## src/rtl/sample_timer.sv

```systemverilog
// sample_timer: counts rising edges of the sample-done strobe D_done and
// signals expiry after a programmable number of samples, either once
// (one-shot record-length limit) or repeatedly (periodic frame tick).
//
// Optional build macro: SAMPLE_TIMER_SYNC_EN
//   Defined   - D_done passes through a two-flop synchroniser before edge
//               detection, so it may come from an unrelated clock domain.
//               Tick latency grows by two cycles.
//   Undefined - D_done must already be synchronous to clk.
module sample_timer #(
  parameter int CNT_W = 24,
  parameter int PER_W = 8
) (
  input  logic             clk,
  input  logic             reset_n,
  input  logic             D_done,
  input  logic             start,
  input  logic             stop,
  input  logic             mode_i,
  input  logic [CNT_W-1:0] len_i,
  output logic             busy_o,
  output logic             done_o,
  output logic             done_pulse_o,
  output logic [CNT_W-1:0] elapsed_o,
  output logic [CNT_W-1:0] remaining_o,
  output logic [PER_W-1:0] period_cnt_o
);

  localparam logic [1:0] ST_IDLE = 2'd0;
  localparam logic [1:0] ST_RUN  = 2'd1;
  localparam logic [1:0] ST_HOLD = 2'd2;

  localparam logic [PER_W-1:0] PER_MAX = '1;
  localparam logic [CNT_W-1:0] LEN_MIN = CNT_W'(1);

  // Edge-detect source (raw or synchronised strobe)
  logic d_in;
  logic d_q;
  logic d_q2;
  logic tick;

`ifdef SAMPLE_TIMER_SYNC_EN
  logic sync1_q;
  logic sync2_q;

  // Two-flop synchroniser for a D_done from another clock domain
  always_ff @(posedge clk or negedge reset_n) begin
    if (!reset_n) begin
      sync1_q <= 1'b0;
      sync2_q <= 1'b0;
    end else begin
      sync1_q <= D_done;
      sync2_q <= sync1_q;
    end
  end

  assign d_in = sync2_q;
`else
  assign d_in = D_done;
`endif

  // Register the strobe twice so a held-high level yields a single tick
  always_ff @(posedge clk or negedge reset_n) begin
    if (!reset_n) begin
      d_q  <= 1'b0;
      d_q2 <= 1'b0;
    end else begin
      d_q  <= d_in;
      d_q2 <= d_q;
    end
  end

  assign tick = d_q & ~d_q2;

  // Timer state
  logic [1:0]       state_q,      state_d;
  logic [CNT_W-1:0] len_q,        len_d;
  logic             mode_q,       mode_d;
  logic [CNT_W-1:0] elapsed_q,    elapsed_d;
  logic [PER_W-1:0] period_cnt_q, period_cnt_d;
  logic             done_pulse_q, done_pulse_d;

  // One extra bit so the increment never wraps before the compare
  logic [CNT_W:0] elapsed_inc;
  logic           last_tick;

  assign elapsed_inc = {1'b0, elapsed_q} + 1'b1;
  assign last_tick   = (elapsed_inc == {1'b0, len_q});

  // Next-state: start beats stop, and both swallow a same-cycle tick
  always_comb begin
    state_d      = state_q;
    len_d        = len_q;
    mode_d       = mode_q;
    elapsed_d    = elapsed_q;
    period_cnt_d = period_cnt_q;
    done_pulse_d = 1'b0;

    if (start) begin
      state_d      = ST_RUN;
      len_d        = (len_i == '0) ? LEN_MIN : len_i;
      mode_d       = mode_i;
      elapsed_d    = '0;
      period_cnt_d = '0;
    end else if (stop) begin
      state_d = ST_IDLE;
    end else if (state_q == ST_RUN && tick) begin
      if (last_tick) begin
        done_pulse_d = 1'b1;
        if (mode_q) begin
          elapsed_d = '0;
          if (period_cnt_q != PER_MAX) begin
            period_cnt_d = period_cnt_q + 1'b1;
          end
        end else begin
          elapsed_d = len_q;
          state_d   = ST_HOLD;
        end
      end else begin
        elapsed_d = elapsed_inc[CNT_W-1:0];
      end
    end
  end

  // State registers; reset aborts any run without emitting a pulse
  always_ff @(posedge clk or negedge reset_n) begin
    if (!reset_n) begin
      state_q      <= ST_IDLE;
      len_q        <= '0;
      mode_q       <= 1'b0;
      elapsed_q    <= '0;
      period_cnt_q <= '0;
      done_pulse_q <= 1'b0;
    end else begin
      state_q      <= state_d;
      len_q        <= len_d;
      mode_q       <= mode_d;
      elapsed_q    <= elapsed_d;
      period_cnt_q <= period_cnt_d;
      done_pulse_q <= done_pulse_d;
    end
  end

  assign busy_o       = (state_q == ST_RUN);
  assign done_o       = (state_q == ST_HOLD);
  assign done_pulse_o = done_pulse_q;
  assign elapsed_o    = elapsed_q;
  assign remaining_o  = len_q - elapsed_q;
  assign period_cnt_o = period_cnt_q;

endmodule

```

## config.mk

```make
export PLATFORM = sky130hd
export DESIGN_NAME = sample_timer
export DESIGN_NICKNAME = d
export VERILOG_FILES = /design/src/rtl/sample_timer.sv
export SDC_FILE = /design/constraint.sdc
export NUM_CORES = 1
export LEC_CHECK = 0
export ABC_CLOCK_PERIOD_IN_PS = 3550
export CAP_MARGIN = 10
export CORE_ASPECT_RATIO = 2
export CORE_MARGIN = 4
export CORE_UTILIZATION = 50
export CTS_BUF_LIST = sky130_fd_sc_hd__clkbuf_2 sky130_fd_sc_hd__clkbuf_4 sky130_fd_sc_hd__clkbuf_8
export CTS_CLUSTER_DIAMETER = 150
export CTS_CLUSTER_SIZE = 16
export DETAILED_ROUTE_END_ITERATION = 7
export PLACE_DENSITY = 0.8
export SYNTH_ARGS = -nofsm -noshare
export SYNTH_HDL_FRONTEND = slang
export SYNTH_SLANG_ARGS = --single-unit
```

## constraint.sdc

```tcl
create_clock -name clk -period 3.55 [get_ports clk]
set_clock_uncertainty 0.15 [all_clocks]
set_input_delay 0.71 -clock clk [delete_from_list [all_inputs] [get_ports clk]]
set_output_delay 0.71 -clock clk [all_outputs]
set_load 0.005 [all_outputs]
```

-- Word level (Yosys, flattened, before mapping)
Cells that the tools add are included.
- $add $sub $neg: 3
- eq/ne operators: 6
- mux-type cells: 21
- bitwise operators: 2
- reductions and logical operators: 11
- operators with widths (operator ; count):
    2-to-1 mux 24 bit ; 6
    2-to-1 mux 8 bit ; 6
    adder 24 x 1 -> 25 bit (second input constant) ; 1
    == test 25 x 24 -> 1 bit ; 1
    logical NOT 24 bit ; 1
    subtractor 24 bit ; 1
    2-to-1 mux 2 bit ; 5
    adder 8 x 1 -> 8 bit (second input constant) ; 1
    != test 8 bit (second input constant) ; 1
    nonzero test 2 bit ; 4
    nonzero test 3 bit ; 2
    AND reduction 5 bit ; 1
    2-to-1 mux 1 bit ; 4
    != test 3 bit (second input constant) ; 1
    AND reduction 3 bit ; 1
    == test 2 x 1 -> 1 bit (second input constant) ; 1
    == test 2 bit (second input constant) ; 1
    != test 2 bit (second input constant) ; 1
    AND reduction 2 bit ; 1
    bitwise AND 1 bit ; 1
    logical AND 1 bit ; 1
    NOT 1 bit ; 1
- register bits after elaboration: 62
- bits of input ports: 30
- output and inout port bits: 59
- logic and storage cells: 51

-- Logic depth before layout (Yosys ltp)
- word-level depth: 7
- depth in mapped cells: 14
- gate-level depth less buffers: 12

-- Least setup slack after synthesis
OpenSTA, ideal clock, no wires.
- path type: reg2out
- start: register elapsed_q[3] (netlist: elapsed_o[3])
- end: output port remaining_o[23]
- arrival time: 2693 ps
- required time: 2690 ps
- setup slack: -3 ps
- stages on the path, launching flop included: 13
- buffers on the path: 1
- path through: dfrtp_1 -> buf_2 -> inv_1 -> ha_1 -> a21o_1 -> a21oi_1 -> a21boi_0 -> o311a_1 -> o31ai_1 -> o211ai_1 -> a31o_2 -> a21oi_1 -> xor2_1
- word-level cells in the longest chain between the ends: 1
- RTL lines (what ; line ; source):
    start: declaration ; 79 ; logic [CNT_W-1:0] elapsed_q, elapsed_d;
    start signal: assignment ; 138 ; elapsed_q <= elapsed_d;
    subtractor 24 bit ; 148 ; assign remaining_o = len_q - elapsed_q;
    end: declaration ; 25 ; output logic [CNT_W-1:0] remaining_o,
Every way passes these cells.

-- Worst setup path after layout
- start: register elapsed_q[1] (netlist: elapsed_o[1])
- end: output port remaining_o[23]
Same word-level chain as after synthesis.

==> results by group <==
Status
  – Status: finished with violations
  – Failing checks: negative setup slack

Logic synthesis
  – Synth cell types: 61
  – Post-synth top cells: dfrtp_1 (62), xnor2_1 (43), a21oi_1 (40), nand2_1 (36), inv_1 (34)
  – Post-synth top area cell: dfrtp_1
  – FFs w/ async S/R, synth: 100.0%
  – Synth Area per Inst: 8.630 sq um
  – Post-synthesis simple-gate area fraction: 20.11%
  – Top FF cell, synth: dfrtp_1
  – Yosys reg bits: 62
  – Cell with the most instances after synthesis: dfrtp_1
  – Post-synthesis adder-cell area fraction: 6.695%
  – Number of synthesized flops with an enable pin: 0
  – Main combinational cell family by area after synthesis: simple AND/OR/NAND/NOR gates
  – Largest cells by area after synthesis: dfrtp_1 (31%), xnor2_1 (7.6%), ha_1 (6.3%), mux2_2 (5.4%), a21oi_1 (4.0%)
  – YS warnings: 0
  – Cell Area, Synth: 4971 sq um
  – Compound-Gate Fraction of Synth Area: 19.91%
  – Xor-xnor portion of the synthesized cell area: 9.867%
  – Syn Nets: 632
  – Synthesized instance count: 576
  – Yosys top cell area share: 31.21%
  – Mux cell area share after synthesis: 6.469%
  – Sequential area share after synthesis: 31.21%

Timing
  – Final hold violations: 0
  – RSZ-0062 raised after global routing: true
  – # setup viols final: 7
  – Setup WS post-layout: -0.3429 ns
  – Fin crit share: 109.7%
  – Slew headroom: 26.60%
  – WHS: 0.2495 ns
  – Slew Limit Fails: 0
  – Transition time of the tightest slew-check pin: 1.097 ns
  – FMAX: 256.9 MHz
  – Setup TNS: -1.056 ns
  – Tmin final: 3.893 ns

Clock network
  – H-tree depth: 3
  – Clock-pin slew on the worst setup and hold paths: 0.08 ns
  – CTS Buf Count: 9
  – # hold bufs at CTS: 0
  – Clk_lat worst skew: 0.36 ns
  – CTS tree: yes
  – Clock buffer depth: 2
  – Total clock sinks: 62
  – Root Buffer: clkbuf_8

Die
  – Io pins: 89
  – Die X: 78.51 um
  – Core area: 9699 sq um
  – Num rows: 51
  – Die area: 11700 sq um
  – Die H: 149.0 um
  – Initial Utilization: 51.25%

Routing
  – Routed WL per cell: 20.39 um
  – Routed Antenna Nets: 0
  – DRT Pass-1 Iters: 5
  – DR iter-0 viols: 436
  – Vias per inst: 6.220
  – WL final: 18450 um
  – DRC: 0
  – Vias: 5629

Placed design
  – Cell count after placement: 866
  – Dpl hpwl: 12860 um
  – I/O Buffers: 88
  – Routability cong.: 0.9150

Critical path
  – Worst Setup Start Kind: register
  – Crit path buf inv count: 3
  – Worst Path Max Fanout: 2
  – CP top delay family: compound AO/OA/AOI/OAI gates
  – Crit Path Class: reg -> out
  – WP data required: 2.69 ns
  – Crit-path slowest cell: dfrtp_1
  – CP endpoint kind: primary output
  – Crit path cell chain: inv_2 -> ha_4 -> nor2b_4 -> o2111ai_2 -> a21boi_2 -> o311a_1 -> o31ai_2 -> buf_4 -> o211ai_1 -> a31o_2 -> a21oi_2 -> xor2_1 -> buf_2
  – Reg2Reg Setup Slack: 0.08 ns
  – Worst Path Arrival: 3.03 ns
  – Critical Path Max Stage Delay: 0.41 ns

Power
  – PwrDens: 317.1 nW/um^2
  – Peak supply drop: 300.6 uV
  – P_leak: 2.972 nW
  – Power Total: 2.318 mW

Finish
  – ANT cells: 0
  – Area grow syn2layout: 47.09%
  – Final non-filler cell total: 905
  – Layout cell share with drive strength beyond 1: 32.60%
  – Final Util: 75.39%
  – Fin nets: 824

Global route
  – Global Route Usage Sum: 31.05%
  – Grt ovf: 0
  – Vias in the first global route: 5664
  – First-pass GRT wire length: 28100 um
  – Initial antenna violation count: 0
  – Pin count of the biggest net entering global routing: 49

Min path
  – Worst hold path type: in -> async

Flow run
  – MaxCap Viol Count: 0
final timing paths:
| check | depth (start not counted) | to | start |
|---|---|---|---|
| worst max-delay path | 13 | remaining_o[23] | elapsed_o[1] |
| worst max register to register | 12 | period_cnt_o[0] | elapsed_o[0] |
| worst min register to register | 0 | d_q2 | d_q |
| max in group asynchronous | 2 | len_q[21] | reset_n |
| min in group clk | 0 | d_q2 | d_q |
| worst min-delay path | 1 | len_q[9] | reset_n |
state kept, by name, indices dropped and copies added, names as in the netlist:
signal	flops
d_q2	1
period_cnt_o	8
mode_q	1
d_q	1
len_q	24
done_pulse_o	1
elapsed_o	24
state_q	2
timing repair:
action	CTS	global route
endpoints found under the setup margin	29	45
gates cloned	0	1
gates resized for setup	89	40
pin swaps	35	41
setup buffers	10	15
per-layer routing:
layer / GRT usage [%] / vias to the layer above / part of all wire [%]
li1: - / 2519 / -
met1: 31.44 / 2714 / 34
met2: 56.26 / 302 / 53
met3: 4.414 / 94 / 5.1
met4: 22.85 / 0 / 7.8
met5: 0 / - / 0
report_power, final:
part	switching (mW)	internal, mW
clock	0.297	0.460
combinational	0.375	0.411
sequential	0.0365	0.739
worst reg2reg max path: cells and delay by family, from the launching register on:
| kind | cells | cell delay, ns |
|---|---|---|
| and+or+nand+nor | 6 | 1.29 |
| AOI/OAI and AO/OA | 2 | 0.59 |
| DFF | 1 | 0.41 |
| buffers and inverters | 2 | 0.35 |
| muxes | 1 | 0.34 |
| adders and majority gates | 1 | 0.21 |
logic make-up after synthesis:
family | count (synthesis)
AOI/OAI and AO/OA | 150
xor gates and xnor gates | 56
adders and majority gates | 26
buffers and inverters | 68
DFF | 62
muxes | 29
and+or+nand+nor | 185
cell type report:
class | count | area [sq um]
clock inverter | 3 | 65.06
fill | 726 | 2387
inverter | 35 | 133.9
sequential | 62 | 1551
tap | 132 | 165.2
timing repair buffer | 213 | 1769
clock buffer | 13 | 172.7
multi-input combinational | 447 | 3455
per-stage QoR:
step                      cell area, sq um  setup slack [ns]
after floorplan                       4971           0.03977
after global placement                6626           -0.4655
after detailed placement              6626           -0.5261
after CTS                             7109           -0.3578
after global routing                  7312           -0.4874
final                                 7312           -0.3429
cell usage in the layout, fill, tap and decap left out, types with 6 or more instances in the layout:
master | Yosys | routed
xnor2_1 | 43 | 41
xor2_1 | 13 | 13
buf_2 | 9 | 12
nand4_1 | 11 | 11
o21ai_0 | 28 | 25
nand3_1 | 25 | 24
a31oi_1 | 8 | 7
ha_4 | 0 | 8
buf_4 | 3 | 120
nor4_1 | 14 | 13
inv_2 | 0 | 7
a211oi_1 | 10 | 7
o31ai_1 | 16 | 13
and3_1 | 7 | 6
nor2b_1 | 8 | 6
nor3_1 | 20 | 19
a21o_1 | 8 | 8
clkdlybuf4s50_1 | 0 | 68
ha_1 | 25 | 17
and4_1 | 11 | 9
a21oi_2 | 0 | 11
inv_1 | 34 | 26
a32oi_1 | 8 | 8
nor2_1 | 25 | 25
dfrtp_1 | 62 | 62
clkbuf_8 | 0 | 12
a21oi_1 | 40 | 29
mux2_2 | 24 | 24
nand2_1 | 36 | 34
a31o_2 | 6 | 6
Note: power is estimated with default switching activity, not from simulation.
